`src/rtl/lmem_decode_sequencer.sv`:
```
// Lmem decode sequencer: loads a codeword, runs layered read/drain passes
// per iteration with early termination, then unloads hard decisions.
// Every output is a register; writes come from a read-delay line.
module lmem_decode_sequencer #(
  parameter int ADDRDEPTH      = 20,
  parameter int ADDRESSWIDTH   = 5,
  parameter int LAYERS         = 2,
  parameter int LAYERWIDTH     = 1,
  parameter int PIPESTAGES     = 15,
  parameter int PIPECOUNTWIDTH = 4,
  parameter int MAXITRS        = 10,
  parameter int ITRWIDTH       = 4,
  parameter int LOADDEPTH      = 16,
  parameter int UNLOADDEPTH    = 16
) (
  input  logic                    clk,
  input  logic                    rst,
  input  logic                    start,
  input  logic                    converged,
  output logic                    loaden,
  output logic                    rd_en,
  output logic [ADDRESSWIDTH-1:0] rd_address,
  output logic [LAYERWIDTH-1:0]   rd_layer,
  output logic                    wr_en,
  output logic [LAYERWIDTH-1:0]   wr_layer,
  output logic                    firstprocessing_indicate,
  output logic                    unload_en,
  output logic [ADDRESSWIDTH-1:0] unloadAddress,
  output logic [ITRWIDTH-1:0]     itr_count,
  output logic                    busy,
  output logic                    done
);

  // One counter serves LOAD, READ and UNLOAD, so size it for the longest.
  localparam int MAX_LR  = (LOADDEPTH > ADDRDEPTH) ? LOADDEPTH : ADDRDEPTH;
  localparam int SEQMAX  = (MAX_LR > UNLOADDEPTH) ? MAX_LR : UNLOADDEPTH;
  localparam int CNTW    = $clog2(SEQMAX + 1);

  typedef enum logic [2:0] {IDLE, LOAD, READ, DRAIN, UNLOAD, DONE} state_t;

  state_t                    state_q, state_d;
  logic [CNTW-1:0]           cnt_q, cnt_d;
  logic [PIPECOUNTWIDTH-1:0] drain_q, drain_d;
  logic [LAYERWIDTH-1:0]     layer_q, layer_d;
  logic [ITRWIDTH-1:0]       itr_q, itr_d, itr_inc;

  logic                      loaden_q, rd_en_q, rd_fp_q, fp_q, unload_en_q, busy_q, done_q;
  logic [ADDRESSWIDTH-1:0]   rd_address_q, unload_addr_q;
  logic [LAYERWIDTH-1:0]     rd_layer_q;
  logic                      loaden_d, rd_en_d, rd_fp_d, fp_d, unload_en_d, busy_d, done_d;
  logic [ADDRESSWIDTH-1:0]   rd_address_d, unload_addr_d;
  logic [LAYERWIDTH-1:0]     rd_layer_d;

  // Write delay line: stage k holds the read issued k+1 cycles earlier.
  logic [PIPESTAGES-1:0]                 wr_v_q;
  logic [PIPESTAGES-1:0]                 wr_fp_q;
  logic [PIPESTAGES-1:0][LAYERWIDTH-1:0] wr_l_q;

  // Next-state, counters and next values of the registered outputs.
  always_comb begin
    state_d = state_q;
    cnt_d   = cnt_q;
    drain_d = drain_q;
    layer_d = layer_q;
    itr_d   = itr_q;
    itr_inc = (itr_q == ITRWIDTH'(MAXITRS)) ? itr_q : itr_q + ITRWIDTH'(1);
    unique case (state_q)
      IDLE: begin
        cnt_d = '0;
        if (start) begin
          state_d = LOAD;
          itr_d   = '0;
          layer_d = '0;
        end
      end
      LOAD: begin
        if (cnt_q == CNTW'(LOADDEPTH - 1)) begin
          cnt_d   = '0;
          state_d = READ;
        end else begin
          cnt_d = cnt_q + CNTW'(1);
        end
      end
      READ: begin
        if (cnt_q == CNTW'(ADDRDEPTH - 1)) begin
          cnt_d   = '0;
          drain_d = '0;
          state_d = DRAIN;
        end else begin
          cnt_d = cnt_q + CNTW'(1);
        end
      end
      DRAIN: begin
        if (drain_q == PIPECOUNTWIDTH'(PIPESTAGES - 1)) begin
          drain_d = '0;
          if (layer_q != LAYERWIDTH'(LAYERS - 1)) begin
            layer_d = layer_q + LAYERWIDTH'(1);
            state_d = READ;
          end else begin
            // End of an iteration: converged is only looked at here.
            layer_d = '0;
            itr_d   = itr_inc;
            state_d = (converged || itr_inc == ITRWIDTH'(MAXITRS)) ? UNLOAD : READ;
          end
        end else begin
          drain_d = drain_q + PIPECOUNTWIDTH'(1);
        end
      end
      UNLOAD: begin
        if (cnt_q == CNTW'(UNLOADDEPTH - 1)) begin
          cnt_d   = '0;
          state_d = DONE;
        end else begin
          cnt_d = cnt_q + CNTW'(1);
        end
      end
      DONE:    state_d = IDLE;
      default: state_d = IDLE;
    endcase

    loaden_d      = (state_d == LOAD);
    rd_en_d       = (state_d == READ);
    rd_address_d  = rd_en_d ? ADDRESSWIDTH'(cnt_d) : '0;
    rd_layer_d    = rd_en_d ? layer_d : '0;
    rd_fp_d       = rd_en_d && (itr_d == '0);
    unload_en_d   = (state_d == UNLOAD);
    unload_addr_d = unload_en_d ? ADDRESSWIDTH'(cnt_d) : '0;
    busy_d        = (state_d != IDLE);
    done_d        = (state_d == DONE);
    // The flag is asserted for a read of iteration 0 or for a write whose
    // read was in iteration 0; the latter is one stage from the line's end.
    fp_d          = rd_fp_d || (wr_v_q[PIPESTAGES-2] && wr_fp_q[PIPESTAGES-2]);
  end

  // State, counters, output registers and the write delay line.
  always_ff @(posedge clk) begin
    if (!rst) begin
      state_q       <= IDLE;
      cnt_q         <= '0;
      drain_q       <= '0;
      layer_q       <= '0;
      itr_q         <= '0;
      loaden_q      <= 1'b0;
      rd_en_q       <= 1'b0;
      rd_address_q  <= '0;
      rd_layer_q    <= '0;
      rd_fp_q       <= 1'b0;
      fp_q          <= 1'b0;
      unload_en_q   <= 1'b0;
      unload_addr_q <= '0;
      busy_q        <= 1'b0;
      done_q        <= 1'b0;
      wr_v_q        <= '0;
      wr_fp_q       <= '0;
      wr_l_q        <= '0;
    end else begin
      state_q       <= state_d;
      cnt_q         <= cnt_d;
      drain_q       <= drain_d;
      layer_q       <= layer_d;
      itr_q         <= itr_d;
      loaden_q      <= loaden_d;
      rd_en_q       <= rd_en_d;
      rd_address_q  <= rd_address_d;
      rd_layer_q    <= rd_layer_d;
      rd_fp_q       <= rd_fp_d;
      fp_q          <= fp_d;
      unload_en_q   <= unload_en_d;
      unload_addr_q <= unload_addr_d;
      busy_q        <= busy_d;
      done_q        <= done_d;
      wr_v_q        <= {wr_v_q[PIPESTAGES-2:0], rd_en_q};
      wr_fp_q       <= {wr_fp_q[PIPESTAGES-2:0], rd_fp_q};
      wr_l_q        <= {wr_l_q[PIPESTAGES-2:0], rd_layer_q};
    end
  end

  assign loaden                   = loaden_q;
  assign rd_en                    = rd_en_q;
  assign rd_address               = rd_address_q;
  assign rd_layer                 = rd_layer_q;
  assign wr_en                    = wr_v_q[PIPESTAGES-1];
  assign wr_layer                 = wr_l_q[PIPESTAGES-1];
  assign firstprocessing_indicate = fp_q;
  assign unload_en                = unload_en_q;
  assign unloadAddress            = unload_addr_q;
  assign itr_count                = itr_q;
  assign busy                     = busy_q;
  assign done                     = done_q;

endmodule

```
`config.mk`:
```
export PLATFORM = sky130hd
export DESIGN_NAME = lmem_decode_sequencer
export DESIGN_NICKNAME = d
export VERILOG_FILES = /design/src/rtl/lmem_decode_sequencer.sv
export SDC_FILE = /design/constraint.sdc
export NUM_CORES = 1
export LEC_CHECK = 0
export CAP_MARGIN = 30
export CELL_PAD_IN_SITES_DETAIL_PLACEMENT = 1
export CELL_PAD_IN_SITES_GLOBAL_PLACEMENT = 1
export CORE_ASPECT_RATIO = 1.25
export CORE_MARGIN = 5
export CORE_UTILIZATION = 44
export DETAILED_ROUTE_END_ITERATION = 8
export HOLD_SLACK_MARGIN = 0.15
export PLACE_DENSITY = 0.83
export SLEW_MARGIN = 20
export SYNTH_ARGS = -nofsm -noshare
export SYNTH_HDL_FRONTEND = slang
export SYNTH_SLANG_ARGS = --single-unit
```
`constraint.sdc`:
```
create_clock -name clk -period 2.6 [get_ports clk]
set_input_delay 0.78 -clock clk [delete_from_list [all_inputs] [get_ports clk]]
set_output_delay 0.78 -clock clk [all_outputs]
set_load 0.05 [all_outputs]
```
==> flow_summary_export.csv <==
group,metric,value,unit
outcome,status,"complete, no violations",
floorplan,num_rows,32,
power_and_ir_drop,ir_drop,0.000335,V
critical_path,r2r_slack,320,ps
timing,hold_slack,438,ps
routing,drc,0,
clock_tree,cts_max_path_buffers,2,
critical_path,cp.arrival,1690,ps
floorplan,fp.dieH,99.5,um
timing,slew_viol_final,0,
cells_and_area,fin_nets,315,
critical_path,slowest_stage,"clkdlybuf4s50_1",
timing,skew,7.46,ps
power_and_ir_drop,swShare,24.2,%
cells_and_area,fillers,697,
worst_hold_path,holdPathStages,1,
power_and_ir_drop,power,2.25,mW
grt,grt_max_degree,49,
power_and_ir_drop,seqPwrFrac,54.4,%
routing,via_per_inst,4.97,
critical_path,crit_chain,"clkdlybuf4s50_1",
cells_and_area,drive_gt1_share,8.74,%
logic_synthesis,synthFlopType,"dfxtp_1",
floorplan,die_x,81.6,um
critical_path,crit_type,"flip-flop to output pin",
timing,relSlewSlack,56.5,%
flow_run,maxCapViolCount,0,
power_and_ir_drop,p_int,1.70,mW
routing,routed_wl,5.83,mm
logic_synthesis,yosysTopAreaCell,"dfxtp_1",
critical_path,startpoint_type,"flip-flop",
grt,grt_pass1_wl,9.76,mm
logic_synthesis,synth.most_common_cell,"dfxtp_1",
floorplan,coreArea,6210,um2
power_and_ir_drop,clkPwrFrac,42.6,%
logic_synthesis,synth_cells,276,
grt,grt_use_total,15.8,%
floorplan,start_util,45.4,%
logic_synthesis,ys_seq_elements,79,
clock_tree,cts_resized,0,
routing,avgRoutedWirePerCell,14.8,um
clock_tree,holdBufCountCts,0,
logic_synthesis,synthTopCellsByCount,"dfxtp_1 (79), and2_1 (48), nor2_1 (18)",
logic_synthesis,yosys_warnings,0,
worst_hold_path,min_to,"wr_fp_q[0]",
logic_synthesis,yosys.area.top_type_share,56.1,%
logic_synthesis,async_flop_share,0,%
place,dpl.hpwl,4.04,mm
worst_hold_path,min-delay-start,"rd_fp_q",
clock_tree,cts_tree,"built",
cells_and_area,n_antenna_cell,0,
clock_tree,cts_setup_buffers,0,
timing,finalCriticalPeriod,2470,ps
power_and_ir_drop,power.switching,0.544,mW
timing,tns,0,ps
cells_and_area,design_area,3360,um2
critical_path,max_stage_delay,860,ps
logic_synthesis,ys_types,49,
critical_path,cp.required,1820,ps
routing,drt-initial-drc-count,53,
critical_path,reg2regPathDepth,5,
cells_and_area,area_growth,19.3,%
logic_synthesis,synth_top_cells_by_area,"dfxtp_1 (56%), and2_1 (11%), ha_1 (3.1%)",
timing,rsz0062_at_grt,"false",
floorplan,ioPinCount,27,
power_and_ir_drop,power_leakage,1.31,nW
logic_synthesis,ys_seq_area_share,56.1,%
floorplan,die_area,8110,um2
place,pre_cts_ws,-63.3,ps
logic_synthesis,synth_edf_count,0,
critical_path,end_kind,"output pin",
timing,fmax,405,MHz
place,gp_congestion,0.775,
clock_tree,cts_buffers,9,
place,port-buffer-count,26,
place,placed_area,3150,um2
critical_path,rr_endpoint,"rd_fp_q",
grt,grt_pass1_vias,2072,
clock_tree,clock_latency,350,ps
logic_synthesis,syn_nets,287,
clock_tree,root_buffer,"clkbuf_8",
routing,ant_nets,0,
timing,hold_viol,0,
critical_path,critPathTopFamily,"buffers and inverters",
place,dp_cells,378,
clock_tree,htreeDepth,3,
critical_path,r2r-start,"state_q[1]",
critical_path,crit_fanout,8,
logic_synthesis,synth_area_per_cell,10.2,um2
timing,setup_viol,0,
clock_tree,clkTransAtPathRegs,90,ps
grt,grt-ovfl-total,0,
power_and_ir_drop,pwr-share-comb,3.0,%
timing,worstMarginPinSlew,652,ps
timing,fin_ws,132,ps
routing,drt_pass1_iterations,4,
critical_path,cp_num_buf_inv,1,
clock_tree,cts_sinks,79,
grt,antenna_found_initial,0,
cells_and_area,final_cells,394,
power_and_ir_drop,powerDensity,669,nW/um2
cells_and_area,final_util,54.2,%
routing,vias,1960,
timing,fin_crit_sh,94.9,%
worst_hold_path,hp-class,"flip-flop to flip-flop",
logic_synthesis,synth_area,2820,um2
==> cell usage in the layout, fill, tap and decap left out, types with 3 or more instances in the layout <==
| cell | Yosys | layout |
|---|---|---|
| inv_6 | 0 | 3 |
| nor3_1 | 7 | 7 |
| ha_1 | 7 | 7 |
| nand3b_1 | 4 | 4 |
| o21ai_0 | 8 | 8 |
| nand2_1 | 7 | 7 |
| a21oi_1 | 15 | 15 |
| nor2_1 | 18 | 18 |
| clkdlybuf4s50_1 | 0 | 26 |
| nor3b_1 | 4 | 4 |
| nand3_1 | 6 | 6 |
| xor2_1 | 4 | 4 |
| and2_1 | 48 | 48 |
| clkbuf_8 | 0 | 9 |
| nand2b_1 | 5 | 5 |
| buf_4 | 0 | 4 |
| dfxtp_1 | 79 | 79 |
| inv_1 | 11 | 11 |
==> sequential cells by signal, summed over array words and instances, names as in the netlist, 3 cells and up <==
register,count
wr_fp_q,14
cnt_q,5
drain_q,4
itr_count,4
state_q,3
rd_address,5
unloadAddress,5
wr_v_q,15
wr_l_q,14
==> power by group through the flow <==
stage	clock [mW]	sequential (mW)	combinational [mW]
2_1_floorplan	0	1.25	0.0445
4_1_cts	0.980	1.22	0.0691
3_5_place_dp	0	1.25	0.0682
6_report	0.957	1.22	0.0681
5_1_grt	1.03	1.22	0.0748
3_3_place_gp	0	1.25	0.0668
==> logic make-up after synthesis <==
| group | share of synthesized area, % |
|---|---|
| multiplexers | 0.755 |
| adder cells (fa/ha/maj) | 3.82 |
| AO/OA/AOI/OAI | 9.64 |
| AND/OR/NAND/NOR | 24.6 |
| buffers and inverters | 3.82 |
| flip-flops | 56.1 |
| XOR/XNOR | 1.24 |
==> cell type report <==
cell class / instances / area (um2) / share of cell area (%)
Sequential cell: 79 / 1580 / 47.1
Multi-Input combinational cell: 173 / 1130 / 33.6
Timing Repair Buffer: 30 / 290 / 8.64
Clock buffer: 9 / 124 / 3.69
Tap cell: 85 / 106 / 3.16
Clock inverter: 7 / 88.8 / 2.64
Inverter: 11 / 41.3 / 1.23
==> layer usage <==
layer | track usage (%) | vias up | routed length [um]
li1 | - | 989 | -
met1 | 18.5 | 939 | 2580
met2 | 26.6 | 21 | 2990
met3 | 4.35 | 11 | 156
met4 | 7.16 | 0 | 108
met5 | 0 | - | 0
==> how the worst max path moves through the flow <==
stage	slack, ps	start	cells past startpoint	to
final	130	itr_count[3]	1	itr_count[3]
after global routing	70	itr_count[0]	1	itr_count[0]
after CTS	120	itr_count[3]	1	itr_count[3]
after detailed placement	-60	start	6	firstprocessing_indicate
after global placement	-20	start	6	firstprocessing_indicate
after floorplan	270	itr_count[0]	7	firstprocessing_indicate
Note: power is estimated with default switching activity, not from simulation.
